$ cat src/rtl/serial_sub_pkg.sv
// Shared types and constants for the bit-serial subtractor.
package serial_sub_pkg;

    // Controller states; the 2-bit encoding is also visible on the debug port.
    typedef enum logic [1:0] {
        IDLE = 2'd0,
        RUN  = 2'd1,
        DONE = 2'd2
    } state_t;

    // Operand width used when the instantiating block does not override it.
    localparam int SUB_DEFAULT_WIDTH = 8;

endpackage : serial_sub_pkg

$ cat src/rtl/full_subtractor.sv
// One-bit full subtractor: d = x - y - bin, with borrow out.
// Built from gate primitives so the same cell drops into ripple subtractors.
module full_subtractor (
    input  logic x,
    input  logic y,
    input  logic bin,
    output logic d,
    output logic bout
);

    wire w_x_xor_y;
    wire w_x_n;
    wire w_xy_same;
    wire w_gen;
    wire w_prop;

    // Difference bit: parity of the three inputs.
    xor g_xor0 (w_x_xor_y, x, y);
    xor g_xor1 (d, w_x_xor_y, bin);

    // Borrow is generated when x=0,y=1, and propagated when x==y.
    not g_not0 (w_x_n, x);
    and g_and0 (w_gen, w_x_n, y);
    not g_not1 (w_xy_same, w_x_xor_y);
    and g_and1 (w_prop, w_xy_same, bin);
    or  g_or0  (bout, w_gen, w_prop);

endmodule : full_subtractor

$ cat src/rtl/serial_subtractor.sv
// Bit-serial subtractor: diff = a - b, LSB first, one bit per clock,
// using a single full-subtractor cell plus a borrow flip-flop.
//
// Handshake: start is sampled on a rising edge only in IDLE or DONE; when
// sampled high, a and b are captured and the operation begins (busy=1 for
// exactly WIDTH cycles). done is a one-cycle pulse during which diff and
// borrow_out are valid; they stay stable until the edge that accepts the next
// start. start seen while busy is ignored and never queued.
module serial_subtractor
    import serial_sub_pkg::*;
#(
    parameter int WIDTH = SUB_DEFAULT_WIDTH
) (
    input  logic             clk,
    input  logic             rst_n,
    input  logic             start,
    input  logic [WIDTH-1:0] a,
    input  logic [WIDTH-1:0] b,
    output logic             busy,
    output logic             done,
    output logic [WIDTH-1:0] diff,
    output logic             borrow_out,
    output logic [1:0]       dbg_state
);

    localparam int CNT_W = $clog2(WIDTH + 1);
    localparam logic [CNT_W-1:0] LAST_BIT = CNT_W'(WIDTH - 1);

    state_t           r_state;
    logic [WIDTH-1:0] r_sa;
    logic [WIDTH-1:0] r_sb;
    logic             r_borrow;
    logic [CNT_W-1:0] r_cnt;
    logic [WIDTH-1:0] r_diff;
    logic             r_borrow_out;
    logic             r_busy;
    logic             r_done;

    logic             w_d;
    logic             w_bo;
    logic [WIDTH:0]   w_diff_cat;
    logic [WIDTH-1:0] w_diff_next;

    // The only arithmetic in the design: one bit of a - b per clock.
    full_subtractor u_fs (
        .x    (r_sa[0]),
        .y    (r_sb[0]),
        .bin  (r_borrow),
        .d    (w_d),
        .bout (w_bo)
    );

    // New difference bit enters at the MSB; after WIDTH shifts bit 0 is the LSB.
    // Concatenate-then-slice keeps this legal for WIDTH=1.
    always_comb begin
        w_diff_cat  = {w_d, r_diff};
        w_diff_next = w_diff_cat[WIDTH:1];
    end

    // Controller, operand shifters, borrow FF and registered outputs.
    always_ff @(posedge clk or negedge rst_n) begin
        if (!rst_n) begin
            r_state      <= IDLE;
            r_sa         <= '0;
            r_sb         <= '0;
            r_borrow     <= 1'b0;
            r_cnt        <= '0;
            r_diff       <= '0;
            r_borrow_out <= 1'b0;
            r_busy       <= 1'b0;
            r_done       <= 1'b0;
        end else begin
            case (r_state)
                IDLE, DONE: begin
                    r_done <= 1'b0;
                    if (start) begin
                        r_sa     <= a;
                        r_sb     <= b;
                        r_borrow <= 1'b0;
                        r_cnt    <= '0;
                        r_diff   <= '0;
                        r_busy   <= 1'b1;
                        r_state  <= RUN;
                    end else begin
                        r_busy   <= 1'b0;
                        r_state  <= IDLE;
                    end
                end
                RUN: begin
                    r_diff   <= w_diff_next;
                    r_borrow <= w_bo;
                    r_sa     <= r_sa >> 1;
                    r_sb     <= r_sb >> 1;
                    r_cnt    <= r_cnt + CNT_W'(1);
                    if (r_cnt == LAST_BIT) begin
                        r_borrow_out <= w_bo;
                        r_busy       <= 1'b0;
                        r_done       <= 1'b1;
                        r_state      <= DONE;
                    end
                end
                default: begin
                    r_busy  <= 1'b0;
                    r_done  <= 1'b0;
                    r_state <= IDLE;
                end
            endcase
        end
    end

    assign busy       = r_busy;
    assign done       = r_done;
    assign diff       = r_diff;
    assign borrow_out = r_borrow_out;
    assign dbg_state  = r_state;

endmodule : serial_subtractor

$ cat config.mk
export PLATFORM = sky130hd
export DESIGN_NAME = serial_subtractor
export DESIGN_NICKNAME = d
export VERILOG_FILES = /design/src/rtl/serial_sub_pkg.sv /design/src/rtl/full_subtractor.sv /design/src/rtl/serial_subtractor.sv
export SDC_FILE = /design/constraint.sdc
export NUM_CORES = 1
export LEC_CHECK = 0
export CELL_PAD_IN_SITES_DETAIL_PLACEMENT = 1
export CELL_PAD_IN_SITES_GLOBAL_PLACEMENT = 2
export CORE_MARGIN = 1.5
export CORE_UTILIZATION = 35
export DETAILED_ROUTE_END_ITERATION = 10
export HOLD_SLACK_MARGIN = 0.12
export MAX_ROUTING_LAYER = met4
export PLACE_DENSITY = 0.79
export SYNTH_ARGS = -nofsm -noshare
export SYNTH_HDL_FRONTEND = slang
export SYNTH_HIERARCHICAL = 1
export SYNTH_SLANG_ARGS = --single-unit
$ cat constraint.sdc
create_clock -name clk -period 2.3 [get_ports clk]
set_input_delay 0.345 -clock clk [delete_from_list [all_inputs] [get_ports clk]]
set_output_delay 0.345 -clock clk [all_outputs]
set_load 0.01 [all_outputs]
### Yosys cells after proc, flatten, opt, wreduce, memory -nomap -nowiden

Cells that the tools add are included.

| storage, ports and cells | value |
|---|---|
| input port bits | 19 |
| word-level logic and storage cells | 45 |
| register bits after elaboration | 34 |

| operators by class | value |
|---|---|
| eq/ne operators | 5 |
| reductions and logical operators | 5 |
| add/subtract/negate cells | 1 |
| multiplexer cells | 18 |
| bitwise operators | 7 |

Operator list:

| cell | number |
|---|---|
| 8-bit one-hot mux with 2 select lines | 3 |
| 8-bit two-way mux | 3 |
| 4-bit one-hot mux with 2 select lines | 1 |
| 1-bit two-way mux | 6 |
| 4-bit by 1-bit adder with 4-bit output (second input constant) | 1 |
| 4-bit by 3-bit equality test with 1-bit output (second input constant) | 1 |
| 4-bit two-way mux | 1 |
| 2-bit inequality test (second input constant) | 2 |
| 1-bit one-hot mux with 2 select lines | 2 |
| 2-bit one-hot mux with 2 select lines | 1 |
| 2-bit AND reduction | 2 |
| 1-bit bitwise AND | 2 |
| 2-bit by 1-bit equality test with 1-bit output (second input constant) | 1 |
| 2-bit equality test (second input constant) | 1 |
| 2-bit zero test | 1 |
| 2-bit two-way mux | 1 |
| 1-bit inverter | 2 |
| 2-bit nonzero test | 1 |
| 2-bit OR reduction | 1 |
| 1-bit bitwise XOR | 2 |
| 1-bit bitwise OR | 1 |

### Logic depth before layout (Yosys ltp)

Gate-level depths: netlist of the first run.

| depth | value |
|---|---|
| depth after elaboration | 5 |
| gate-level depth with buffers | 5 |
| depth with buffers taken out | 4 |

### By module

Netlist of the first run, hierarchy kept.

Modules (own cells, without submodules):

| module | area each (µm²) | cells each | sequential area each (µm²) | times used |
|---|---|---|---|---|
| serial_subtractor | 1370.1 | 98 | 800.8 | 1 |
| full_subtractor | 31.3 | 4 | 0.0 | 1 |

### Least setup slack after synthesis of the first run

No wires, ideal clock.

| timing | value |
|---|---|
| path type | reg2reg |
| from | reg done (netlist name) |
| to | reg r_borrow_out, in the netlist borrow_out |
| path slack | 0.930 ns |
| data arrival time | 1.242 ns |
| setup time | 0.128 ns |
| path buffers | 0 |
| stages on the path, launching flop included | 4 |
| cells stage by stage | dfrtp_1 and2b_4 nor3b_4 mux2_1 |

RTL lines:

| item | line | text |
|---|---|---|
| end signal, assigned | serial_subtractor.sv:96 | `r_borrow_out <= w_bo;` |
| end, declared | serial_subtractor.sv:35 | `logic r_borrow_out;` |

==> run metrics, run 1 <==
status=finished, final reports clean; num ports=32; #FFs+latches synth=32; Slew Viols, Final=0; CP Capture Type=flip-flop; Avg WL per Cell=15.17 um; number of clock sinks=32; sequential share of the synthesized area=approximately 57%; Skew-Pair Late Insertion Delay=0.28 ns; Die Wd=66.28 um; diode count=0; Rel. slew slack=70.83%; launch point of the worst reg-to-reg path=done; CTS tree=built; top cells by area, synth=dfrtp_1 57%, a22o_1 17%, a21o_1 7.5%; share of the synthesized area in the top cell type=57.14%; Final HPWL DP=1807 um; Lkg Pwr=about 0.9 nW; capturing point of the worst reg2reg path=borrow_out; I/O Buffers=31; cell area after synthesis=1401 um^2; Worst Setup SP=done; synth warn=6; Via Count=935; vias in the first global route=between 900 and 1000; EDFF count, synth=0; CTS Buffer Depth=2; cell count after synthesis=a little over 100; initial antenna violation count=0; final setup skew=0.006483 ns; Buf+Inv Stages, Crit Path=0; largest area contributor in the netlist=dfrtp_1; nets=154; crit path DAT=approximately 1.8 ns; Top delay family on crit path=simple AND/OR/NAND/NOR gates; WS Path Type=flip-flop to flip-flop; Root Driver=clkbuf_8; Rows=22; drt first pass iters=4; CP max-delay cell=and2b_4; Max-Cap Viols=0; Netlist cell types=20; Hold Path Class=primary input to asynchronous set/reset pin; cells along the critical path=and2b_4, nor3b_4, mux2_1; Final Util=between 40% and 50%; DRT Wirelength=2761 um; Die Area=4392 um^2; pwr dens=approximately 1400 nW/um^2; htree depth=2; Vias per Instance=5.137; peak fanout along the critical path=31; layout cell share with drive strength beyond 1=10.45%; critical path depth=3; Total Neg Setup Slack=0 ns; Finish-stage setup viols=0; synthesis-to-layout area growth=28.21%; # hold bufs at CTS=0; Std-Cell Core Area=3744 um^2; fmax=594.5 MHz; ys async rst share=100.0%; internal reg-to-reg setup slack=0.62 ns; critical path launch point type=flip-flop; global-route wire length before repair=approximately 4700 um; cts bufs inserted=5; clk slew on worst S/H paths=0.07 ns; Critical Path Sink=borrow_out; post-CTS sizing=0; largest net degree at the start of global routing=33; worst slew pin tran=roughly 0.44 ns; Syn Nets=about 120; Post-CTS Setup Bufs=0; CP max stage delay=0.53 ns; Top FF cell, synth=dfrtp_1; peak supply drop=0.4339 mV; all-layer global routing usage=15.39%; Post-Syn Area per Cell=around 14 um^2; unrepaired setup endpoints after global routing=false; worst r2r path cells=3; Routed Antenna Nets=0; DRC Markers=0; Final Hold Viols=0; Initial Utilization=~37%; Period Utilization, post-route=73.13%; die height=66.28 um; Final Critical Period=1.682 ns; DRT iter0 DRCs=44; RePlAce Congestion=0.7069; GRT overflow=0; Crit path required time=between 2 and 2.5 ns
==> flip-flops by register name (all words and copies together), names as in the netlist <==
| signal | cells |
|---|---|
| borrow_out | 1 |
| busy | 1 |
| diff | 8 |
| done | 1 |
| r_borrow | 1 |
| r_cnt | 4 |
| r_sa | 8 |
| r_sb | 8 |
==> area by class of cell <==
cell class                 count  area, um^2
clock inverter                 2       10.01
clock buffer                   6       82.58
multi-input combinational     58       506.7
fill                         407        1947
tap                           48       60.06
sequential                    32       800.8
timing repair buffer          33       325.3
inverter                       3       11.26
==> synthesized netlist by cell type (2+ instances only) <==
library cell  count
a22o_1           27
mux2i_1           2
nor2b_1           2
dfrtp_1          32
nand2_1           3
buf_6             2
buf_4             6
a21o_1           14
inv_1             3
==> metal layers <==
metal  wire length, um  global-route usage (%)  vias up  share of wire (%)
met5                 0                       -        -                  0
met4                57                   6.888        0                2.1
met3               131                   5.111        7                4.7
met2              1367                   24.25       21                 50
met1              1205                   17.86      475                 44
li1                  -                       -      432                  -
==> through the flow <==
step	worst slack [ns]	total power, mW	cell area (um^2)	hold slack (ns)	cells
final	0.6180	2.476	1797	0.4572	182
after global routing	0.5067	2.678	1797	0.4937	182
after CTS	0.5817	2.514	1797	0.4681	182
after detailed placement	0.5229	2.054	1704	0.4696	174
after global placement	0.5374	2.007	1704	0.4600	174
after floorplan	0.9303	1.779	1401	0.04941	102
==> worst reg2reg max path: cells and delay by family, from the launching register on <==
| family | cells | cell delay, ns |
|---|---|---|
| simple gates | 2 | 0.82 |
| flops | 1 | 0.38 |
| mux | 1 | 0.36 |
==> power breakdown <==
group	leakage, nW	switching [mW]	internal, mW
combinational	0.431	0.464	0.581
clock	0.0510	0.205	0.238
sequential	0.405	0.175	0.813
==> worst min-delay path by stage <==
stage                 start          to  slack, ns  cells past startpoint
detailed placement  r_sb[1]     r_sb[1]       0.47                      1
global route          rst_n     r_sb[5]       0.49                      2
floorplan             rst_n  borrow_out       0.05                      0
CTS                   rst_n     diff[6]       0.47                      2
finish                rst_n     r_sb[5]       0.46                      2
global placement    r_sa[3]     r_sa[3]       0.46                      1
==> cells by family (layout without fill, tap and decap cells) <==
group | Yosys count | in the layout | share of synthesized area (%)
AO/OA/AOI/OAI | 42 | 42 | 24.73
flip-flops | 32 | 32 | 57.14
buffers and inverters | 12 | 44 | 6.696
AND/OR/NAND/NOR | 10 | 10 | 6.072
multiplexers | 4 | 4 | 3.036
adder cells (fa/ha/maj) | 2 | 2 | 2.321
==> layout by cell type, fill, tap and decap left out, types with 2 or more instances in the layout <==
master,synthesis,layout
a21o_1,14,14
buf_4,6,2
clkinv_2,0,2
dfrtp_1,32,32
clkbuf_8,0,6
clkdlybuf4s50_1,0,31
mux2i_1,2,2
nand2_1,3,3
nor2b_1,2,2
a22o_1,27,27
inv_1,3,3
(Power assumes the default switching activity.)
==> run 2, diff against run 1 <==
--- a/config.mk
+++ b/config.mk
@@ -8,11 +8,11 @@
 export CELL_PAD_IN_SITES_DETAIL_PLACEMENT = 1
 export CELL_PAD_IN_SITES_GLOBAL_PLACEMENT = 2
 export CORE_MARGIN = 1.5
-export CORE_UTILIZATION = 35
+export CORE_UTILIZATION = 33
 export DETAILED_ROUTE_END_ITERATION = 10
 export HOLD_SLACK_MARGIN = 0.12
 export MAX_ROUTING_LAYER = met4
-export PLACE_DENSITY = 0.79
+export PLACE_DENSITY = 0.75
 export SYNTH_ARGS = -nofsm -noshare
 export SYNTH_HDL_FRONTEND = slang
 export SYNTH_HIERARCHICAL = 1
==> constraint.sdc (replaced) <==
create_clock -name clk -period 1.7 [get_ports clk]
set_input_delay 0.255 -clock clk [delete_from_list [all_inputs] [get_ports clk]]
set_output_delay 0.255 -clock clk [all_outputs]
set_load 0.01 [all_outputs]
==> run 2 against run 1 <==
- core utilization is 3.0 points lower
- largest power group unchanged
- non-clock buffer count is 2 higher
- first-iteration DRC count is 34% higher
- sequential cell count stayed put
==> run metrics, run 2 (synthesis gave the netlist of run 1 again) <==
total power=3.342 mW (+35%); largest net degree at the start of global routing=33 (unchanged); nets=156 (+1.3%); clk slew on worst S/H paths=0.06 ns (about the same); status=finished, final reports clean; final setup skew=0.003377 ns (-0.003107 ns); cts bufs inserted=5 (unchanged); Std-Cell Core Area=4029 um^2 (+7.6%); GRT overflow=0 (unchanged); Top delay family on crit path=buffers and inverters; post-CTS sizing=0 (unchanged); DRC Markers=0 (unchanged); Design Area, Final=1812 um^2 (+0.84%); crit path DAT=1.24 ns (-0.60 ns); Root Driver=clkbuf_8; DRT Wirelength=2723 um (-1.4%); Lkg Pwr=0.8917 nW (+0.58%); Die Area=4646 um^2 (+5.8%); dpl ws=0.07317 ns (-0.4497 ns); CP max stage delay=0.56 ns (+0.03 ns); switching share of power=33.55% (-0.53 points); Avg WL per Cell=14.72 um (-3.0%); Hold Path Class=primary input to asynchronous set/reset pin; sw power=1.121 mW (+33%); Period Utilization, post-route=87.97%; Post-CTS Setup Bufs=0 (unchanged); worst slew pin tran=0.4164 ns (-0.02117 ns); diode count=0 (unchanged); synthesis-to-layout area growth=29.29%; Final Util=44.97% (-3.0 points); WS Path Type=flip-flop to output port; cells along the critical path=clkdlybuf4s50_1; fmax=668.7 MHz; Rel. slew slack=72.24% (+1.4 points); I/O Buffers=31 (unchanged); clock share of power=16.0% (-1.9 points); die height=68.17 um (+2.9%); CP max-delay cell=clkdlybuf4s50_1; final worst setup slack=0.2045 ns (-0.4136 ns); DRT iter0 DRCs=59 (+34%); global-route wire length before repair=4664 um (-1.3%); Die Wd=68.17 um (+2.9%); # hold bufs at CTS=0 (unchanged); htree depth=2 (unchanged); internal reg-to-reg setup slack=0.31 ns (-0.31 ns); Final Critical Period=1.496 ns; Rows=23 (+4.5%); initial antenna violation count=0 (unchanged); peak supply drop=0.6757 mV (+56%); vias in the first global route=971 (-0.31%); Skew-Pair Late Insertion Delay=0.28 ns (about the same); register share of total power=39.7% (-0.2 points); CTS tree=built; Slew Viols, Final=0 (unchanged); Final HPWL DP=1825 um (+1.0%); Cell Int Power=2.221 mW (+36%); placed insts=178 (+2.3%); commonest non-fill, non-tap cell in the layout=dfrtp_1; hold_ws=0.3817 ns (-0.07555 ns); Crit path required time=1.44 ns (-1.02 ns); critical path launch point type=flip-flop; Total Neg Setup Slack=0 ns (unchanged); commonest non-fill, non-tap cells in the layout=32 x dfrtp_1, 31 x clkdlybuf4s50_1, 27 x a22o_1; RePlAce Congestion=0.6935 (-1.9%); fillers=427 (+4.9%); dpl cell area=1734 um^2 (+1.8%); Vias per Instance=5.124 (-0.25%); layout cell share with drive strength beyond 1=10.37% (-0.077 points); Cell Count, Final, Fillers Out=185 (+1.6%); all-layer global routing usage=14.58% (-0.81 points); Via Count=948 (+1.4%); peak fanout along the critical path=5 (-84%); Max-Cap Viols=0 (unchanged); Buf+Inv Stages, Crit Path=1 (+1); Gate power share=44.2% (+2.0 points); Final Hold Viols=0 (unchanged); unrepaired setup endpoints after global routing=false; num ports=32 (unchanged); CTS Buffer Depth=2 (unchanged); Initial Utilization=34.78% (-2.7 points); number of clock sinks=32 (unchanged); Finish-stage setup viols=0 (unchanged); drt first pass iters=4 (unchanged); CP Capture Type=output port; Routed Antenna Nets=0 (unchanged); pwr dens=1845 nW/um^2 (+34%)
[run 2: changes by cell type in the layout (fill, tap and decap cells not counted), sizes merged]
cell    change
clkinv      -1
buf         +2
[run 2: area by class of cell]
class	count	area (um^2)	share of cell area, %
timing repair buffer	35	352.8	19.48
multi-input combinational	58	506.7	27.97
clock buffer	6	72.57	4.006
inverter	3	11.26	0.6215
tap	50	62.56	3.453
sequential	32	800.8	44.20
clock inverter	1	5.005	0.2762
[run 2: worst paths after layout]
check                        start        to  cells past startpoint
min in group clk           r_sb[0]   r_sb[0]                      1
max in group asynchronous    rst_n   r_sb[5]                      2
hold / removal               rst_n   r_sa[3]                      2
setup / recovery              busy      busy                      1
setup reg to reg              busy  r_cnt[0]                      4
hold reg to reg            r_sb[0]   r_sb[0]                      1
[run 2: power groups by stage]
stage          combinational, mW  clock [mW]  sequential, mW
2_1_floorplan               1.07           0            1.34
3_3_place_gp                1.46           0            1.34
3_5_place_dp                1.51           0            1.34
4_1_cts                     1.52       0.566            1.33
5_1_grt                     1.64       0.593            1.38
6_report                    1.48       0.536            1.33
[run 2: routing by layer]
metal  share of wire [%]  vias to the layer above  track usage, %
li1                    -                      439               -
met1                  45                      477           17.34
met2                  48                       26           22.69
met3                 5.1                        6           4.934
met4                 1.6                        0           6.000
met5                   0                        -               -
==> run 3, diff against run 2 <==
--- a/config.mk
+++ b/config.mk
@@ -8,11 +8,12 @@
 export CELL_PAD_IN_SITES_DETAIL_PLACEMENT = 1
 export CELL_PAD_IN_SITES_GLOBAL_PLACEMENT = 2
 export CORE_MARGIN = 1.5
-export CORE_UTILIZATION = 33
+export CORE_UTILIZATION = 34
+export CTS_BUF_LIST = sky130_fd_sc_hd__clkbuf_8
 export DETAILED_ROUTE_END_ITERATION = 10
 export HOLD_SLACK_MARGIN = 0.12
 export MAX_ROUTING_LAYER = met4
-export PLACE_DENSITY = 0.75
+export PLACE_DENSITY = 0.77
 export SYNTH_ARGS = -nofsm -noshare
 export SYNTH_HDL_FRONTEND = slang
 export SYNTH_HIERARCHICAL = 1
==> constraint.sdc (replaced) <==
create_clock -name clk -period 1.61 [get_ports clk]
set_input_delay 0.2415 -clock clk [delete_from_list [all_inputs] [get_ports clk]]
set_output_delay 0.2415 -clock clk [all_outputs]
set_load 0.01 [all_outputs]
==> run 3 against run 2 <==
- critical endpoint unchanged
- via count increased by 1.5%
- highest routed layer unchanged
- sequential power increased by 5%
- critical path depth unchanged
- sequential share of layout area decreased by 0.57 points
- setup slack got worse by 0.052 ns
- count of clock-buffer cells in the layout increased by 1
- core utilization increased by 1.3 points
- total power increased by 8.6%
- combinational power increased by 7%
==> run metrics, run 3 (synthesis gave the netlist of run 1 again) <==
status=finished, final reports clean; placed insts=177 (-0.56%); Skew-Pair Late Insertion Delay=0.27 ns (about the same); worst r2r path cells=4 (unchanged); cells along the critical path=clkdlybuf4s50_1; unrepaired setup endpoints after global routing=false; DRC Markers=0 (unchanged); Buf+Inv Stages, Crit Path=1 (unchanged); Rows=23 (unchanged); peak supply drop=0.8534 mV (+26%); nets=155 (-0.64%); WS Path Type=flip-flop to output port; Lkg Pwr=0.8990 nW (+0.82%); Slew Viols, Final=0 (unchanged); crit path DAT=1.22 ns (-0.02 ns); number of clock sinks=32 (unchanged); Via Count=962 (+1.5%); initial antenna violation count=0 (unchanged); pwr dens=1978 nW/um^2 (+7.2%); final worst setup slack=0.1520 ns (-0.05246 ns); worst slew pin tran=0.4042 ns (-0.01217 ns); htree depth=2 (unchanged); launch point of the worst reg-to-reg path=busy; GRT overflow=0 (unchanged); synthesis-to-layout area growth=30.98%; drt first pass iters=4 (unchanged); Hold Path Class=primary input to asynchronous set/reset pin; DRT Wirelength=2742 um (+0.70%); Max-Cap Viols=0 (unchanged); fillers=419 (-1.9%); CTS tree=built; Routed Antenna Nets=0 (unchanged); CTS Buffer Depth=2 (unchanged); Crit path required time=1.37 ns (-0.07 ns); global-route wire length before repair=4602 um (-1.3%); Cell Count, Final, Fillers Out=184 (-0.54%); Die Area=4516 um^2 (-2.8%); Root Driver=clkbuf_8; Vias per Instance=5.228 (+2.0%); clk slew on worst S/H paths=0.06 ns (about the same); # hold bufs at CTS=0 (unchanged); Period Utilization, post-route=around nine tenths; Std-Cell Core Area=3971 um^2 (-1.4%); diode count=0 (unchanged); CP max stage delay=0.55 ns (about the same); vias in the first global route=995 (+2.5%); commonest non-fill, non-tap cell in the layout=dfrtp_1; FF/Latch Area=800.8 um^2 (unchanged); RePlAce Congestion=0.7178 (+3.5%); Top delay family on crit path=buffers and inverters; Finish-stage setup viols=0 (unchanged); Post-CTS Setup Bufs=0 (unchanged); Final HPWL DP=1864 um (+2.2%); dpl ws=-0.05182 ns (-0.1250 ns); peak fanout along the critical path=5 (unchanged); Final Critical Period=1.458 ns; Total Neg Setup Slack=0 ns (unchanged); die height=67.20 um (-1.4%); Die Wd=67.20 um (-1.4%); largest net degree at the start of global routing=33 (unchanged); internal reg-to-reg setup slack=0.21 ns (-0.10 ns); Initial Utilization=35.29% (+0.50 points); Final Hold Viols=0 (unchanged); capturing point of the worst reg2reg path=r_cnt[0]; all-layer global routing usage=13.94% (-0.64 points); num ports=32 (unchanged); CP Capture Type=output port; layout cell share with drive strength beyond 1=10.45% (+0.077 points); Rel. slew slack=73.05% (+0.81 points); DRT iter0 DRCs=29 (-51%); cts bufs inserted=5 (unchanged); multi-input logic area=506.7 um^2 (unchanged); final setup skew=0.003820 ns (+0.0004437 ns); Avg WL per Cell=14.90 um (+1.2%); fmax=685.9 MHz; I/O Buffers=31 (unchanged); commonest non-fill, non-tap cells in the layout=32 x dfrtp_1, 31 x clkdlybuf4s50_1, 27 x a22o_1; CP max-delay cell=clkdlybuf4s50_1; critical path launch point type=flip-flop; total power=3.630 mW (+8.6%); post-CTS sizing=0 (unchanged)
run 3: changes by cell type in the layout (fill, tap and decap cells not counted):
cell	previous run	this run
buf_12	1	2
clkbuf_8	5	7
clkbuf_1	1	0
buf_4	3	1
clkinv_2	1	0
run 3: layout make-up:
type                    instances  share of cell area [%]
clock buffers                   7                   5.249
inverters                       3                  0.6135
multi-input cells              58                   27.61
flip-flops and latches         32                   43.63
well taps                      50                   3.408
repair buffers                 34                   19.50
run 3: power breakdown:
group / total, mW / switching (mW) / leakage (nW) / internal (mW)
sequential: 1.40 / 0.238 / 0.405 / 1.16
clock: 0.648 / 0.268 / 0.0503 / 0.380
combinational: 1.58 / 0.682 / 0.444 / 0.900
run 3: stage by stage:
stage,cell area (um^2),util [%],hold slack (ns)
3_5_place_dp,1739,43.79,0.4655
3_3_place_gp,1739,43.79,0.4595
6_report,1836,46.22,0.3722
5_1_grt,1836,46.22,0.4125
2_1_floorplan,1401,-,-0.05409
4_1_cts,1836,46.22,0.3896
run 3: per-layer routing:
metal	global-route usage (%)	up-vias	part of all wire [%]
met3	3.000	2	2.8
met4	3.827	0	0.98
li1	-	438	-
met2	23.27	20	52
met1	17.15	502	44
met5	-	-	0
run 3: worst max path at each step:
stage | start | to | slack (ns) | cells past startpoint
6_report | busy | busy | 0.15 | 1
5_1_grt | busy | dbg_state[0] | 0.07 | 1
4_1_cts | busy | busy | 0.14 | 1
3_5_place_dp | start | r_cnt[0] | -0.05 | 5
3_3_place_gp | start | r_cnt[0] | -0.02 | 5
2_1_floorplan | done | borrow_out | 0.24 | 3
